--- src/rtl/mem_arbiter.sv ---
// rtl/mem_arbiter.sv - shared data-memory arbiter between core data port and VGA text reader
module mem_arbiter #(
  parameter int size    = 32,
  parameter int VGA_MAX = 4
) (
  input  logic            clk,
  input  logic            reset,
  input  logic            cpu_req,
  input  logic            cpu_we,
  input  logic [size-1:0] cpu_addr,
  input  logic [size-1:0] cpu_wdata,
  output logic [size-1:0] cpu_rdata,
  output logic            cpu_ack,
  input  logic            vga_req,
  input  logic [size-1:0] vga_addr,
  output logic [size-1:0] vga_rdata,
  output logic            vga_ack,
  output logic [size-1:0] mem_addr,
  output logic [size-1:0] mem_wdata,
  output logic            ram_we,
  output logic            text_we,
  input  logic [size-1:0] ram_rdata,
  input  logic [size-1:0] rom_rdata,
  input  logic [size-1:0] text_rdata,
  output logic            busy
);

  localparam logic [1:0] IDLE   = 2'd0;
  localparam logic [1:0] ACCESS = 2'd1;
  localparam logic [1:0] RESP   = 2'd2;

  localparam logic [1:0] OWN_NONE = 2'd0;
  localparam logic [1:0] OWN_CPU  = 2'd1;
  localparam logic [1:0] OWN_VGA  = 2'd2;

  localparam logic [1:0] RG_RAM  = 2'd0;
  localparam logic [1:0] RG_ROM  = 2'd1;
  localparam logic [1:0] RG_TEXT = 2'd2;

  localparam int CW = (VGA_MAX < 1) ? 1 : $clog2(VGA_MAX + 1);
  localparam logic [CW-1:0] CNT_MAX = CW'(VGA_MAX);

  logic [1:0]      state;
  logic [1:0]      owner;
  logic [1:0]      region;
  logic            lat_we;
  logic [size-1:0] lat_addr;
  logic [size-1:0] lat_wdata;
  logic [CW-1:0]   vga_cnt;
  logic            grant_cpu;
  logic            grant_vga;
  logic            wr_access;
  logic [size-1:0] sel_rdata;

  // Full-width address compare; everything at or above the text base is text RAM.
  function automatic logic [1:0] decode(input logic [size-1:0] a);
    if (a < size'(32'h0000_0800))
      return RG_RAM;
    else if (a < size'(32'h0000_1000))
      return RG_ROM;
    else
      return RG_TEXT;
  endfunction

  // Arbitration: VGA wins unless it has starved the core for VGA_MAX grants.
  always_comb begin
    grant_cpu = 1'b0;
    grant_vga = 1'b0;
    if (state == IDLE) begin
      if (vga_req && (!cpu_req || vga_cnt != CNT_MAX))
        grant_vga = 1'b1;
      else if (cpu_req)
        grant_cpu = 1'b1;
    end
  end

  // Round-trip FSM; the winner's request is latched so later changes are ignored.
  always_ff @(posedge clk or negedge reset) begin
    if (!reset) begin
      state     <= IDLE;
      owner     <= OWN_NONE;
      region    <= RG_RAM;
      lat_we    <= 1'b0;
      lat_addr  <= '0;
      lat_wdata <= '0;
    end else begin
      case (state)
        IDLE: begin
          if (grant_cpu) begin
            state     <= ACCESS;
            owner     <= OWN_CPU;
            lat_addr  <= cpu_addr;
            lat_we    <= cpu_we;
            lat_wdata <= cpu_wdata;
            region    <= decode(cpu_addr);
          end else if (grant_vga) begin
            state     <= ACCESS;
            owner     <= OWN_VGA;
            lat_addr  <= vga_addr;
            lat_we    <= 1'b0;
            lat_wdata <= '0;
            region    <= decode(vga_addr);
          end
        end
        ACCESS: state <= RESP;
        RESP: begin
          state <= IDLE;
          owner <= OWN_NONE;
        end
        default: begin
          state <= IDLE;
          owner <= OWN_NONE;
        end
      endcase
    end
  end

  // Starvation counter: counts VGA wins while the core waits, clears once the core is served or idle.
  always_ff @(posedge clk or negedge reset) begin
    if (!reset) begin
      vga_cnt <= '0;
    end else if (state == IDLE) begin
      if (grant_cpu || !cpu_req)
        vga_cnt <= '0;
      else if (grant_vga && vga_cnt != CNT_MAX)
        vga_cnt <= vga_cnt + 1'b1;
    end
  end

  // Read-data mux by latched region; memories return data in the cycle after ACCESS.
  always_comb begin
    sel_rdata = '0;
    case (region)
      RG_RAM:  sel_rdata = ram_rdata;
      RG_ROM:  sel_rdata = rom_rdata;
      RG_TEXT: sel_rdata = text_rdata;
      default: sel_rdata = '0;
    endcase
  end

  // Bus address/data come straight from the latch, so they hold between accesses.
  assign mem_addr  = lat_addr;
  assign mem_wdata = lat_wdata;

  // Strobes decode from state so an async reset drops them immediately; ROM writes get no strobe.
  assign wr_access = (state == ACCESS) && (owner == OWN_CPU) && lat_we;
  assign ram_we    = wr_access && (region == RG_RAM);
  assign text_we   = wr_access && (region == RG_TEXT);

  assign cpu_ack   = (state == RESP) && (owner == OWN_CPU);
  assign vga_ack   = (state == RESP) && (owner == OWN_VGA);
  assign cpu_rdata = (cpu_ack && !lat_we) ? sel_rdata : '0;
  assign vga_rdata = vga_ack ? sel_rdata : '0;
  assign busy      = (state != IDLE);

endmodule

--- config.mk ---
export PLATFORM = sky130hd
export DESIGN_NAME = mem_arbiter
export DESIGN_NICKNAME = d
export VERILOG_FILES = /design/src/rtl/mem_arbiter.sv
export SDC_FILE = /design/constraint.sdc
export NUM_CORES = 1
export LEC_CHECK = 0
export BUFFER_PORTS_ARGS = -buffer_cell sky130_fd_sc_hd__buf_2
export CAP_MARGIN = 10
export CORE_AREA = 2 2 128 130
export DETAILED_ROUTE_END_ITERATION = 16
export DIE_AREA = 0 0 130 132
export PLACE_DENSITY = 0.62
export SYNTH_ARGS = -nofsm -noshare
export SYNTH_HDL_FRONTEND = slang
export SYNTH_SLANG_ARGS = --single-unit
--- constraint.sdc ---
create_clock -name clk -period 1.65 [get_ports clk]
set_input_delay 0.0825 -clock clk [delete_from_list [all_inputs] [get_ports clk]]
set_output_delay 0.0825 -clock clk [all_outputs]
set_load 0.005 [all_outputs]
==> Yosys cells after proc, flatten, opt, wreduce, memory -nomap -nowiden <==
Cells that the tools add are included.
{ "totals": {"input_bits": 197, "register_bits": 74, "out_inout_bits": 133, "wordCells": 70} }
{ "op_classes": {"bitwise": 1, "mux": 28, "n_lt_le_gt_ge": 4, "n_addsub": 1, "eq_ne": 8, "n_reduce_logical": 21} }
{ "ops": {"columns": ["cell", "n"], "rows": [
  ["$mux W32", 6],
  ["$pmux W32 S3", 1],
  ["$lt A32 B12 Y1 const B", 2],
  ["$lt A32 B13 Y1 const B", 2],
  ["$mux W2", 10],
  ["$logic_and A1 B1 Y1", 9],
  ["$pmux W2 S2", 2],
  ["$mux W1", 7],
  ["$eq A2 B1 Y1 const B", 3],
  ["$eq A2 B2 Y1 const B", 3],
  ["$mux W3", 2],
  ["$ne A3 B3 Y1 const B", 2],
  ["$reduce_and A2 Y1", 3],
  ["$reduce_bool A2 Y1", 3],
  ["$logic_not A2 Y1", 2],
  ["$add A3 B1 Y3 const B", 1],
  ["$logic_not A1 Y1", 2],
  ["$logic_or A1 B1 Y1", 2],
  ["$not A1 Y1", 1]
]} }

==> Depth between registers and ports, before layout <==
{ "logic_depth": {"ltp_word": 8, "mapped_depth": 8, "ltp_nobuf": 6} }

==> Least setup slack after synthesis <==
OpenSTA, ideal clock, no wires.
{ "synth_timing": {"path_kind": "register to register", "from": "register vga_cnt[0]", "to": "register region[0]", "n_path_buf": 0, "path_slack_ns": 0.026, "stages_incl_launch_ff": 7, "t_arrival_ns": 1.542, "required_ns": 1.568, "setup_ns": 0.082, "period_less_slack_ns": 1.624, "cell_sequence": "dfrtp_1 -> inv_1 -> ha_1 -> a21boi_4 -> nor3b_4 -> or4b_1 -> a31oi_1"} }
{ "synth_between": {"elab_chain_cells": 7, "elab_cells_between_ends": 10} }
{ "synth_rtl": {"columns": ["item", "line_no", "rtl"], "rows": [
  ["from (decl)", "49", "logic [CW-1:0] vga_cnt;"],
  ["from (signal assigned)", "126", "vga_cnt <= vga_cnt + 1'b1;"],
  ["$ne A3 B3 Y1 (*)", "70", "if (vga_req && (!cpu_req || vga_cnt != CNT_MAX))"],
  ["$logic_or A1 B1 Y1 (*)", "70", null],
  ["$logic_and A1 B1 Y1 (*)", "70", null],
  ["$mux W1", "70", null],
  ["$mux W1", "69", "if (state == IDLE) begin"],
  ["$reduce_bool A2 Y1 (no line)", null, null],
  ["$reduce_and A2 Y1 (no line)", null, null],
  ["to (signal assigned)", "95", "region <= decode(cpu_addr);"],
  ["to (signal assigned)", "102", "region <= decode(vga_addr);"],
  ["to (decl)", "45", "logic [1:0] region;"]
]} }
Every way passes the cells marked *; elsewhere a longest branch is shown, timed or not.
A chain may end at the register's enable or synchronous reset.

==> Final worst setup path <==
{ "layout_timing": {"from": "register region[1]", "to": "output port cpu_rdata[19]"} }
{ "layout_between": {"elab_chain_cells": 3, "elab_cells_between_ends": 5} }
{ "layout_rtl": {"columns": ["item", "line_no", "rtl"], "rows": [
  ["$eq A2 B2 Y1, or another cell as far along", "133", "case (region)"],
  ["$pmux W32 S3 (*)", "133", null],
  ["$mux W32 (*)", "152", "assign cpu_rdata = (cpu_ack && !lat_we) ? sel_rdata : '0;"],
  ["to (decl)", "12", "output logic [size-1:0] cpu_rdata,"]
]} }
Marked as above.

==> results summary <==
The leftover overflow at the end of global routing came out at 0. The smallest clock period supported by the final layout is computed as 1.924 ns. The via count came out at 5,361. Internal power comes to 7274 uW. The category of the most critical setup path is reg2out. Of the synthesized area, sequential elements account for 44.46%.

The number of placed instances, taps included, is 1,033. Between clock sinks in the finished design, the worst skew comes to 0.009709 ns. The total of max-cap violations is 0. The combinational family with the most area after synthesis is compound AO/OA/AOI/OAI gates. The area share of the largest cell type after synthesis is 44.46%. The post-synthesis cell type count is 37. The area of all sequential standard cells is 1856 um2. The peak fanout along the critical path came out at 7. The starting density of the core is 26.51%. The data arrival time of the critical path is 1.84 ns. The switching fraction of total power is 40.63%. The global-route track usage on met2 came out at 34.35%.

The total of flip-flops plus latches after synthesis came out at 74. The share of power burned in combinational logic came out at 59.1%. STA classifies the critical path endpoint as a primary output. The antenna violation net count after detailed routing came out at 0. TritonCTS built the clock tree.

No sink is reached through more buffers than the 2 on the longest clock path. Of the total synthesized cell area, the portion taken by full adders, half adders and majority gates is 0.6008%. Clock-pin slew was measured on the worst setup and hold paths at 0.06 ns. The checks that failed: hold timing, setup timing.

The area occupied by multi-input gates is 2420 um2. The clock latency reported for the late side of the worst-skew pair came out at 0.34 ns. After synthesis, the cell types taking the most area are sky130_fd_sc_hd__dfrtp_1, sky130_fd_sc_hd__nor2_1, sky130_fd_sc_hd__mux2i_1, sky130_fd_sc_hd__a21oi_1, sky130_fd_sc_hd__a22o_1. The run finished, with violations left. Fill cells in the final layout number 1,488. From synthesis to final layout, the design area changed by 86.63%.

The largest vdd supply drop came out at 0.9102 mV. The routability congestion estimate is 0.9107. The number of endpoints with negative hold slack in the final report came out at 1. The post-synthesis area per instance came out at 8.415 um2. Headroom to the max-slew limit came out at 74.97%. Setup repair after global routing could not meet its margin everywhere.

The power density relative to cell area is 1576 nW/um2. The worst-case reg-to-reg path depth is 8. The floorplan step defined a core boundary enclosing 15,710 um2. In the final timing run, aggregate negative setup slack is -13.17 ns. The setup slack of the critical path after layout came out at -0.2737 ns. The count of standard-cell rows came out at 46. After detailed routing, the number of vias per cell comes to 4.774. The detailed-route wire length per cell came out at 17.00 um. In this run the clock root is driven by a sky130_fd_sc_hd__clkbuf_16.

The via count of the first global-routing pass came out at 4,989. The total routed wirelength came out at 19.09 mm. Input and output buffers added on the ports amount to 329. The final number of max-transition violations came out at 0. For this run, the detailed router's first-pass iteration total came to 5. The half-perimeter wire length after detailed placement came out at 13.43 mm. The met3 track demand over resource in global routing is 4.708%.

The cell area after placement came out at 6280 um2. The simple-gate share of the synthesized area came out at 20.43%. The initial antenna violation count is 4.

STA classifies the critical path startpoint as a flop. Yosys printed 0 warnings. The library cell used most frequently in the layout, excluding fill and tap cells, is sky130_fd_sc_hd__buf_2.

The total number of clock tree sinks is 74. From left edge to right edge, the die measures 130 um. The top cell types in the final layout, fill and taps aside, are sky130_fd_sc_hd__buf_2, sky130_fd_sc_hd__nor2_1, sky130_fd_sc_hd__dfrtp_1. The synthesized netlist devotes 20.46% of its cell area to compound gates.

The DRC violation total after the first TritonRoute iteration came out at 242. The H-tree generated during clock tree synthesis spans 3 levels. The ratio of final minimum period to clock period is 116.6%. The number of buffers created by CTS is 9.

The instance count along the most critical hold path came out at 3. Summed over all cells, the static leakage comes to 0.004066 uW. The number of setup violations in the final report came out at 65. The number of nets in the synthesized netlist is 694. At the worst endpoint, the required time is 1.57 ns. The minimum setup slack after placement is -0.1714 ns. The switching power of the nets is 4978 uW. The post-route netlist has 54.60% of its cells at a drive strength greater than 1. The synthesized design spends more area on one cell type than any other, namely sky130_fd_sc_hd__dfrtp_1. The instance count of the mapped netlist came out at 495.

The post-detailed-route DRC marker count came out at 0. The final instance area came out at 7774 um2. The met1 global-route usage came out at 25.11%. The multiplexer share of the synthesized area is 7.930%. After global routing, the most crowded layer is met2.

The path class of the lowest-slack min-delay path is in2reg. Registers are responsible for 26.4% of the overall power. The count of non-filler cells in the finished layout is 1,123.

The share of power burned in the clock network came out at 14.5%. The die covers 17,160 um2. For the pin with the worst max-slew slack, the measured transition is 0.3720 ns.

The highest clock rate is 0.5198 GHz. The global-route wire length before repair is 26.91 mm. The I/O pin total is 330. The worst-case hold slack came out at -0.005371 ns.

The post-synthesis instance area came out at 4165 um2. The post-layout net count came out at 1,097. The xor/xnor share of the synthesized area is 0%. The largest net degree at the start of global routing came out at 50. The die span in y came out at 132 um.

Across every metal layer, demand over resource in global routing totals 20.21%.
-- worst max-delay path: stages, from the launching register on --
cell and delay, ns:
sky130_fd_sc_hd__dfrtp_2 0.48, sky130_fd_sc_hd__buf_4 0.17, sky130_fd_sc_hd__clkbuf_16 0.15, sky130_fd_sc_hd__mux2i_1 0.19
sky130_fd_sc_hd__nor2_1 0.09, sky130_fd_sc_hd__a21oi_2 0.22, sky130_fd_sc_hd__nor2_1 0.07, sky130_fd_sc_hd__buf_2 0.13
-- area by class of cell --
cell class	instances	area share, %
clock buffer	11	2.994
multi-input combinational	373	31.13
tap	216	3.477
clock inverter	5	0.4024
timing repair buffer	434	37.65
inverter	6	0.3541
antenna	4	0.1288
sequential	74	23.87
-- cell usage after synthesis (all sizes together) --
cell / n
o21bai: 1
nand3b: 1
nand2b: 2
nand3: 2
nand2: 34
a21boi: 1
nand4bb: 1
a22o: 34
ha: 2
a31oi: 2
and3: 2
o21ai: 34
clkbuf: 15
a32o: 1
nand4: 3
and2b: 1
nor4: 8
nor2: 137
mux2i: 33
a21o: 2
or3b: 1
a21oi: 64
or4: 2
dfrtp: 74
nor2b: 1
or4b: 1
nor3b: 1
inv: 6
or3: 2
buf: 27
-- power by group through the flow --
stage,Sequential (uW),Clock (uW),Combinational [uW]
finish,3230,1780,7240
global route,3330,1930,7790
CTS,3230,1830,6240
detailed placement,3220,0,5540
global placement,3250,0,5490
floorplan,3200,0,2960
-- layer usage --
layer / vias to the layer above / wire (um) / part of all wire (%)
li1: 2528 / - / -
met2: 295 / 9508 / 50
met5: - / 0 / 0
met3: 32 / 1506 / 7.9
met4: 0 / 442 / 2.3
met1: 2506 / 7634 / 40
-- sequential cells by signal, indices dropped and copies added, names as in the netlist --
register,flops
mem_wdata,32
vga_cnt,3
lat_we,1
owner,2
mem_addr,32
region,2
state,2
-- final timing paths --
path / startpoint / to / slack [ns]
max reg2reg: vga_cnt[1] / mem_addr[15] / 0.02
min reg2reg: mem_addr[16] / mem_addr[16] / 0.48
min: vga_addr[0] / mem_addr[0] / -0.005
max: region[1] / cpu_rdata[19] / -0.27
max in group asynchronous: reset / state[1] / 0.91
min in group asynchronous: reset / region[0] / 0.20
-- metrics by stage --
stage / utilization (%) / power (uW)
2_1_floorplan: - / 6166
3_3_place_gp: 39.97 / 8741
3_5_place_dp: 39.97 / 8756
4_1_cts: 46.25 / 11300
5_1_grt: 49.47 / 13050
6_report: 49.47 / 12250
-- kinds of logic after synthesis --
kind of cell,count (synthesis)
flops,74
simple gates,199
compound gates,139
buf+inv,48
fa+ha+maj,2
mux,33
-- repair_timing --
item	4_1_cts	5_1_grt
endpoints found under the hold margin	61	0
pin swaps	18	58
hold buffers	36	0
setup buffers	6	20
setup endpoints to repair	122	122
cloned	2	6
gates resized for setup	73	66
Power figures use the tool's default switching activity.
